`src/rtl/chdr_sid_filter_pkg.sv`:
```
// chdr_sid_filter_pkg: shared definitions for the SID filter.
//   - state_e : packet-level state (expecting header / forwarding / dropping)
//   - CTRL_*  : bit positions inside the CTRL settings register
//   - rule_val_off / rule_mask_off : settings-bus offsets (from SR_BASE) of
//     the value and mask registers of rule k
package chdr_sid_filter_pkg;

  typedef enum logic [1:0] {
    ST_IDLE    = 2'd0,
    ST_ACCEPT  = 2'd1,
    ST_DISCARD = 2'd2
  } state_e;

  localparam int CTRL_EN_BIT      = 0;
  localparam int CTRL_MODE_BIT    = 1;  // 0 = allow-list, 1 = deny-list
  localparam int CTRL_RULE_EN_LSB = 2;  // rule k enable at CTRL_RULE_EN_LSB + k

  function automatic int rule_val_off(input int k);
    return 1 + 2 * k;
  endfunction

  function automatic int rule_mask_off(input int k);
    return 2 + 2 * k;
  endfunction

endpackage

```
`src/rtl/chdr_sid_filter_axi_fifo.sv`:
```
// axi_fifo: 2**SIZE entry synchronous FIFO with valid/ready on both sides.
//   clk_i, rst_i, clear_i : clock, sync reset, sync flush (both empty it)
//   in_*                  : write side; in_ready_o = not full
//   out_*                 : read side; out_data_o is the head entry and stays
//                           stable until it is popped
// SIZE must be >= 1.
module axi_fifo #(
  parameter int WIDTH = 32,
  parameter int SIZE  = 1
) (
  input  logic             clk_i,
  input  logic             rst_i,
  input  logic             clear_i,
  input  logic [WIDTH-1:0] in_data_i,
  input  logic             in_valid_i,
  output logic             in_ready_o,
  output logic [WIDTH-1:0] out_data_o,
  output logic             out_valid_o,
  input  logic             out_ready_i
);

  localparam int DEPTH = 1 << SIZE;

  logic [WIDTH-1:0] mem_q [DEPTH];
  // Extra MSB on the pointers distinguishes full from empty.
  logic [SIZE:0]    wr_ptr_q, wr_ptr_d;
  logic [SIZE:0]    rd_ptr_q, rd_ptr_d;
  logic             full, empty, push, pop;

  assign full  = (wr_ptr_q[SIZE] != rd_ptr_q[SIZE]) &&
                 (wr_ptr_q[SIZE-1:0] == rd_ptr_q[SIZE-1:0]);
  assign empty = (wr_ptr_q == rd_ptr_q);
  assign push  = in_valid_i && !full;
  assign pop   = !empty && out_ready_i;

  always_comb begin
    wr_ptr_d = wr_ptr_q;
    rd_ptr_d = rd_ptr_q;
    if (push) wr_ptr_d = wr_ptr_q + 1'b1;
    if (pop)  rd_ptr_d = rd_ptr_q + 1'b1;
  end

  always_ff @(posedge clk_i) begin
    if (rst_i || clear_i) begin
      wr_ptr_q <= '0;
      rd_ptr_q <= '0;
    end else begin
      wr_ptr_q <= wr_ptr_d;
      rd_ptr_q <= rd_ptr_d;
    end
  end

  always_ff @(posedge clk_i) begin
    if (push) mem_q[wr_ptr_q[SIZE-1:0]] <= in_data_i;
  end

  assign in_ready_o  = !full;
  assign out_valid_o = !empty;
  assign out_data_o  = mem_q[rd_ptr_q[SIZE-1:0]];

endmodule

```
`src/rtl/chdr_sid_filter_setting_reg.sv`:
```
// setting_reg: one settings-bus register.
//   clk_i, rst_i     : clock, synchronous active-high reset (to AT_RESET)
//   stb_i, addr_i    : write strobe and 8-bit address; write when addr_i == ADDR
//   data_i           : 32-bit write data, low WIDTH bits are kept
//   data_o           : current register value
module setting_reg #(
  parameter int               ADDR     = 0,
  parameter int               WIDTH    = 32,
  parameter logic [WIDTH-1:0] AT_RESET = '0
) (
  input  logic             clk_i,
  input  logic             rst_i,
  input  logic             stb_i,
  input  logic [7:0]       addr_i,
  input  logic [31:0]      data_i,
  output logic [WIDTH-1:0] data_o
);

  localparam logic [7:0] ADDR8 = ADDR[7:0];

  logic [WIDTH-1:0] data_q;

  always_ff @(posedge clk_i) begin
    if (rst_i)                           data_q <= AT_RESET;
    else if (stb_i && (addr_i == ADDR8)) data_q <= data_i[WIDTH-1:0];
  end

  assign data_o = data_q;

  // Narrow registers ignore the upper write-data bits.
  if (WIDTH < 32) begin : g_narrow
    logic unused_hi;
    assign unused_hi = ^data_i[31:WIDTH];
  end

endmodule

```
`src/rtl/chdr_sid_filter.sv`:
```
// chdr_sid_filter: per-packet SID filter for CHDR/AXI-Stream.
// The SID (i_tdata[31:0] of the header beat) is matched against NUM_RULES
// value/mask rules; in allow-list mode a hit accepts, in deny-list mode a
// hit drops. Accepted packets go through an output FIFO; dropped packets
// are consumed at line rate regardless of o_tready.
//   clk, reset, clear        : clock, sync reset (everything), sync clear
//                              (FSM, counters, FIFO; settings kept)
//   set_stb/set_addr/set_data: settings bus (CTRL at SR_BASE, rules above)
//   i_t*                     : input stream
//   o_t*                     : output stream
//   pass_count, drop_count   : saturating packet counters
// WIDTH must be >= 32, NUM_RULES in 1..8.
module chdr_sid_filter
  import chdr_sid_filter_pkg::*;
#(
  parameter int WIDTH     = 64,
  parameter int NUM_RULES = 4,
  parameter int SR_BASE   = 0,
  parameter int FIFO_SIZE = 1
) (
  input  logic             clk,
  input  logic             reset,
  input  logic             clear,
  input  logic             set_stb,
  input  logic [7:0]       set_addr,
  input  logic [31:0]      set_data,
  input  logic [WIDTH-1:0] i_tdata,
  input  logic             i_tlast,
  input  logic             i_tvalid,
  output logic             i_tready,
  output logic [WIDTH-1:0] o_tdata,
  output logic             o_tlast,
  output logic             o_tvalid,
  input  logic             o_tready,
  output logic [15:0]      pass_count,
  output logic [15:0]      drop_count
);

  localparam int CTRL_W = CTRL_RULE_EN_LSB + NUM_RULES;

  logic [CTRL_W-1:0]              ctrl;
  logic [NUM_RULES-1:0][31:0]     rule_val;
  logic [NUM_RULES-1:0][31:0]     rule_mask;
  logic [NUM_RULES-1:0]           hit;
  logic                           any_hit, hdr_accept, fwd, hs;
  logic                           fifo_in_ready;
  state_e                         state_q;
  logic [15:0]                    pass_q, drop_q;

  // ---- settings ----
  setting_reg #(.ADDR(SR_BASE), .WIDTH(CTRL_W), .AT_RESET('0)) u_ctrl (
    .clk_i(clk), .rst_i(reset), .stb_i(set_stb), .addr_i(set_addr),
    .data_i(set_data), .data_o(ctrl)
  );

  for (genvar k = 0; k < NUM_RULES; k++) begin : g_rule
    setting_reg #(.ADDR(SR_BASE + rule_val_off(k)), .WIDTH(32), .AT_RESET('0)) u_val (
      .clk_i(clk), .rst_i(reset), .stb_i(set_stb), .addr_i(set_addr),
      .data_i(set_data), .data_o(rule_val[k])
    );
    setting_reg #(.ADDR(SR_BASE + rule_mask_off(k)), .WIDTH(32), .AT_RESET('0)) u_mask (
      .clk_i(clk), .rst_i(reset), .stb_i(set_stb), .addr_i(set_addr),
      .data_i(set_data), .data_o(rule_mask[k])
    );
    assign hit[k] = ctrl[CTRL_RULE_EN_LSB + k] &&
                    (((i_tdata[31:0] ^ rule_val[k]) & rule_mask[k]) == 32'h0);
  end

  // ---- verdict (only meaningful on the header beat, i.e. in IDLE) ----
  assign any_hit    = |hit;
  assign hdr_accept = !ctrl[CTRL_EN_BIT] ||
                      (ctrl[CTRL_MODE_BIT] ? !any_hit : any_hit);

  // In IDLE the forward decision comes straight from i_tdata, which is the
  // documented combinational i_tdata -> i_tready path.
  assign fwd      = (state_q == ST_IDLE) ? hdr_accept : (state_q == ST_ACCEPT);
  assign i_tready = fwd ? fifo_in_ready : 1'b1;
  assign hs       = i_tvalid && i_tready;

  // ---- FSM + counters ----
  always_ff @(posedge clk) begin
    if (reset || clear) begin
      state_q <= ST_IDLE;
      pass_q  <= '0;
      drop_q  <= '0;
    end else begin
      case (state_q)
        ST_IDLE: if (hs) begin
          if (hdr_accept) begin
            if (pass_q != 16'hFFFF) pass_q <= pass_q + 16'd1;
          end else begin
            if (drop_q != 16'hFFFF) drop_q <= drop_q + 16'd1;
          end
          if (!i_tlast) state_q <= hdr_accept ? ST_ACCEPT : ST_DISCARD;
        end
        ST_ACCEPT, ST_DISCARD: if (hs && i_tlast) state_q <= ST_IDLE;
        default: state_q <= ST_IDLE;
      endcase
    end
  end

  assign pass_count = pass_q;
  assign drop_count = drop_q;

  // ---- output buffer ----
  // clear blocks the write so a beat handshaken in the clear cycle is lost.
  axi_fifo #(.WIDTH(WIDTH + 1), .SIZE(FIFO_SIZE)) u_fifo (
    .clk_i      (clk),
    .rst_i      (reset),
    .clear_i    (clear),
    .in_data_i  ({i_tlast, i_tdata}),
    .in_valid_i (i_tvalid && fwd && !clear),
    .in_ready_o (fifo_in_ready),
    .out_data_o ({o_tlast, o_tdata}),
    .out_valid_o(o_tvalid),
    .out_ready_i(o_tready)
  );

endmodule

```
`config.mk`:
```
export PLATFORM = sky130hd
export DESIGN_NAME = chdr_sid_filter
export DESIGN_NICKNAME = d
export VERILOG_FILES = /design/src/rtl/chdr_sid_filter_pkg.sv /design/src/rtl/chdr_sid_filter_axi_fifo.sv /design/src/rtl/chdr_sid_filter_setting_reg.sv /design/src/rtl/chdr_sid_filter.sv
export SDC_FILE = /design/constraint.sdc
export NUM_CORES = 1
export LEC_CHECK = 0
export ABC_AREA = 1
export BUFFER_PORTS_ARGS = -buffer_cell sky130_fd_sc_hd__buf_2
export CAP_MARGIN = 30
export CORE_MARGIN = 5
export CORE_UTILIZATION = 45
export CTS_CLUSTER_SIZE = 28
export DETAILED_ROUTE_END_ITERATION = 12
export HOLD_SLACK_MARGIN = 0.12
export PLACE_DENSITY = 0.69
export SYNTH_ARGS = -nofsm -noshare
export SYNTH_HDL_FRONTEND = slang
export SYNTH_SLANG_ARGS = --single-unit
export TNS_END_PERCENT = 20
```
`constraint.sdc`:
```
create_clock -name clk -period 4.3 [get_ports clk]
set_input_delay 0.215 -clock clk [delete_from_list [all_inputs] [get_ports clk]]
set_output_delay 0.215 -clock clk [all_outputs]
set_load 0.01 [all_outputs]
```
==> impl_results.md <==
* Status: completed
* DR vias at 16.2k
* Synth Register Bits at 431
* DRC Markers at 0
* Worst-Skew Late Latency at 590 ps
* Final hold slack at 273 ps
* Routed Antenna Nets at 0
* Cell count of the worst hold path at 4
* Worst Path Required at 4500 ps
* Post-Syn Instances at 2193
* DRT iter0 DRCs at 1379
* Slew Limit Fails at 0
* Final WS setup at 1280 ps
* Fmax at 0.331 GHz
* Synthesis Warnings at 0
* Syn avg cell area at 8.45 µm²
* Die Height at 213 µm
* Die X at 213 µm
* Core Area at 40700 µm²
* NetSw at 1.93 mW
* DP Wirelength at 35.9 mm
* First-pass GRT wire length at 82.9 mm
* Post-synth EDFFs at 130
* Gr ovfl total at 0
* Critical path startpoint category: input pin
* Syn Nets at 2308
* CP dominant cell by count: nor2_1
* Max IR drop VDD at 0.000277 V
* Nets@finish at 2589
* Critical-path cell with the highest stage delay: dlygate4sd3_1
* GP Congestion at 0.956
* Placed Cells at 2856
* Overall routing resource usage at 0.230
* Final period utilization at 0.702
* Port Buf Inserts at 209
* Sequential power share at 0.491
* Clk_skew at 23.4 ps
* Ys flop type: dfxtp_1
* Layout Utilization at 0.556
* Vias per cell at 5.31
* CTS tree: built
* Final-report setup violation count at 0
* Leakage at 9.18 nW
* Register area share after synthesis at 0.536
* PD cells at 383 nW/µm²
* Logic gate share of total power at 0.058
* Critical Path AT at 3220 ps
* Initial antenna violation count at 1
* Sink Count at 431
* Net switching share of the total power at 0.223
* Full die area at 45300 µm²
* Crit. End Element: register
* Clock-pin slew on the worst setup and hold paths at 60 ps
* RSZ-0062 raised after global routing: false
* Cell internal pwr at 6.73 mW
* Routed len/inst at 17.7 µm
* Cell Count, Final, Fillers Out at 3044
* Initial Utilization at 0.455
* Vias in the first global route at 15.3k
* CP max FO at 45
* Rel. slew slack at 0.390
* CTS resizes at 0
* Root Driver: clkbuf_16
* Crit-path max cell delay at 570 ps
* CTS Buf Count at 45
* Drt total wl at 53.9 mm
* Synth Cell Area at 18500 µm²
* Post-CTS setup buffers at 0
* Crit Path Class: input pin to register
* Max Cap Violations at 0
* Worst reg2reg path depth at 15
* Actual slew at the worst max-slew pin at 916 ps
* Hold Crit Class: input pin to register
* H-tree depth at 2
* Fraction of registers with async set/reset at 0
* Post-route minimum period at 3020 ps
* Pre-CTS WS at 1280 ps
* Largest net degree at the start of global routing at 112
* Cell variety after synth at 41
* Area grow syn2layout at 22.2%
* # IOs at 210
* Clk pwr share at 0.451
* DRT Pass-1 Iters at 6
* Cell-by-cell trace of the critical path: dlygate4sd3_1 -> buf_2 -> nor2_1 -> nor2_1 -> nand2_1 -> inv_1 -> nor2_1 -> nand2_1 -> nor2_1 -> nand3_1 -> nand2_1 -> nor2_1 -> nand2_2 -> nand4_4 -> nand4_1 -> nor2_4 -> buf_4
* Hold Fails Final Rpt at 0
* Share of cells above drive strength 1 at 0.171
* Max Root-Sink Buffers at 3
* FP Rows at 74
[cell usage after synthesis (6+ instances only)]
cell	number	area share
nand2_1	426	0.086
dfxtp_1	301	0.33
a21oi_1	255	0.069
o21ai_0	236	0.064
inv_1	187	0.038
nand3_1	165	0.045
nor2_1	140	0.028
edfxtp_1	130	0.21
clkbuf_1	88	0.018
mux2_2	65	0.040
a211oi_1	32	0.013
inv_2	23	0.0047
nand4_1	22	0.0074
xor2_1	20	0.0095
nor3_1	15	0.0041
nand2_2	12	0.0041
or2_0	11	0.0037
xnor2_1	11	0.0052
a21oi_2	10	0.0047
or2_1	9	0.0030
clkinv_1	6	0.0012
[path summary, 6_finish.rpt]
path                               from                        end  slack, ps
min reg2reg          u_fifo.rd_ptr_q[1]         u_fifo.rd_ptr_q[1]        480
max                          i_tdata[1]        u_fifo.mem_q[1][27]       1280
min                         set_addr[1]  g_rule[1].u_val.data_o[2]        270
max reg2reg  g_rule[1].u_val.data_o[30]        u_fifo.mem_q[1][27]       1350
[per-stage QoR]
stage	area, µm²	total power, mW	TNS (ps)
3_3_place_gp	20100	4.76	0
6_report	22600	8.66	0
5_1_grt	22600	8.97	0
2_1_floorplan	18500	4.57	-18160
4_1_cts	22600	8.73	0
3_5_place_dp	20100	4.77	0
[kinds of logic (layout without fill, tap and decap cells)]
group	Yosys count	after routing	share of synthesized area
DFF	431	431	0.536
other	0	1	0
AOI/OAI and AO/OA	537	537	0.153
buffers and inverters	312	630	0.0651
and+or+nand+nor	813	813	0.189
adders and majority gates	4	4	0.00270
xor gates and xnor gates	31	31	0.0147
muxes	65	65	0.0395
[worst max-delay path: cells and delay by family]
family	cells	cell delay [ps]
and+or+nand+nor	13	1570
buffers and inverters	4	1380
[placed cells by master, fill, tap and decap left out, types with 4 or more instances in the layout]
cell / synthesis / routed
or2_1: 9 / 9
nand2_2: 12 / 12
a211oi_1: 32 / 32
nor2_1: 140 / 133
inv_1: 187 / 186
o21ai_0: 236 / 236
clkbuf_16: 0 / 48
a21oi_1: 255 / 255
nor4_1: 4 / 4
nand3_1: 165 / 165
xnor2_1: 11 / 11
xor2_1: 20 / 20
nor2_4: 1 / 8
buf_2: 3 / 209
inv_2: 23 / 23
nor3_1: 15 / 14
nand2_1: 426 / 426
clkbuf_8: 0 / 7
edfxtp_1: 130 / 130
a21oi_2: 10 / 10
nand4_1: 22 / 22
dfxtp_1: 301 / 300
clkinv_1: 6 / 10
clkbuf_1: 88 / 9
dlygate4sd3_1: 0 / 102
buf_4: 2 / 13
ha_1: 4 / 4
mux2_2: 65 / 65
or2_0: 11 / 11
clkinv_2: 0 / 8
[metal layers]
layer	wire [µm]	global-route usage	up-vias	share of wire
met3	3270	0.0410	105	0.061
met2	25300	0.374	543	0.47
met5	0	0	-	0
met4	1480	0.0680	0	0.027
met1	23900	0.318	7560	0.44
li1	-	-	7942	-
[sequential cells by signal, indices dropped and copies added (netlist names), named ones only]
signal                cells
state_q                   2
u_fifo.rd_ptr_q           2
g_rule.u_mask.data_o    128
g_rule.u_val.data_o     128
u_fifo.wr_ptr_q           2
u_ctrl.data_o             6
drop_count               16
u_fifo.mem_q            130
pass_count               16
[power by group through the flow]
stage | Combinational, mW | Clock, mW | Sequential [mW]
finish | 0.502 | 3.91 | 4.26
global route | 0.550 | 4.16 | 4.26
CTS | 0.499 | 3.98 | 4.26
detailed placement | 0.423 | 0 | 4.35
global placement | 0.415 | 0 | 4.34
floorplan | 0.231 | 0 | 4.34
[what timing repair did]
item | CTS | global route
hold buffers | 102 | 0
hold endpoints to repair | 414 | 0
setup endpoints to repair | 0 | 0
[cell type report]
class | instances | area [µm²]
antenna | 1 | 2.50
clock inverter | 19 | 154
fill | 3696 | 18100
multi-input combinational | 1450 | 7460
inverter | 218 | 833
sequential | 431 | 9930
clock buffer | 65 | 1340
tap | 532 | 666
timing repair buffer | 328 | 2250
Power figures use the tool's default switching activity.
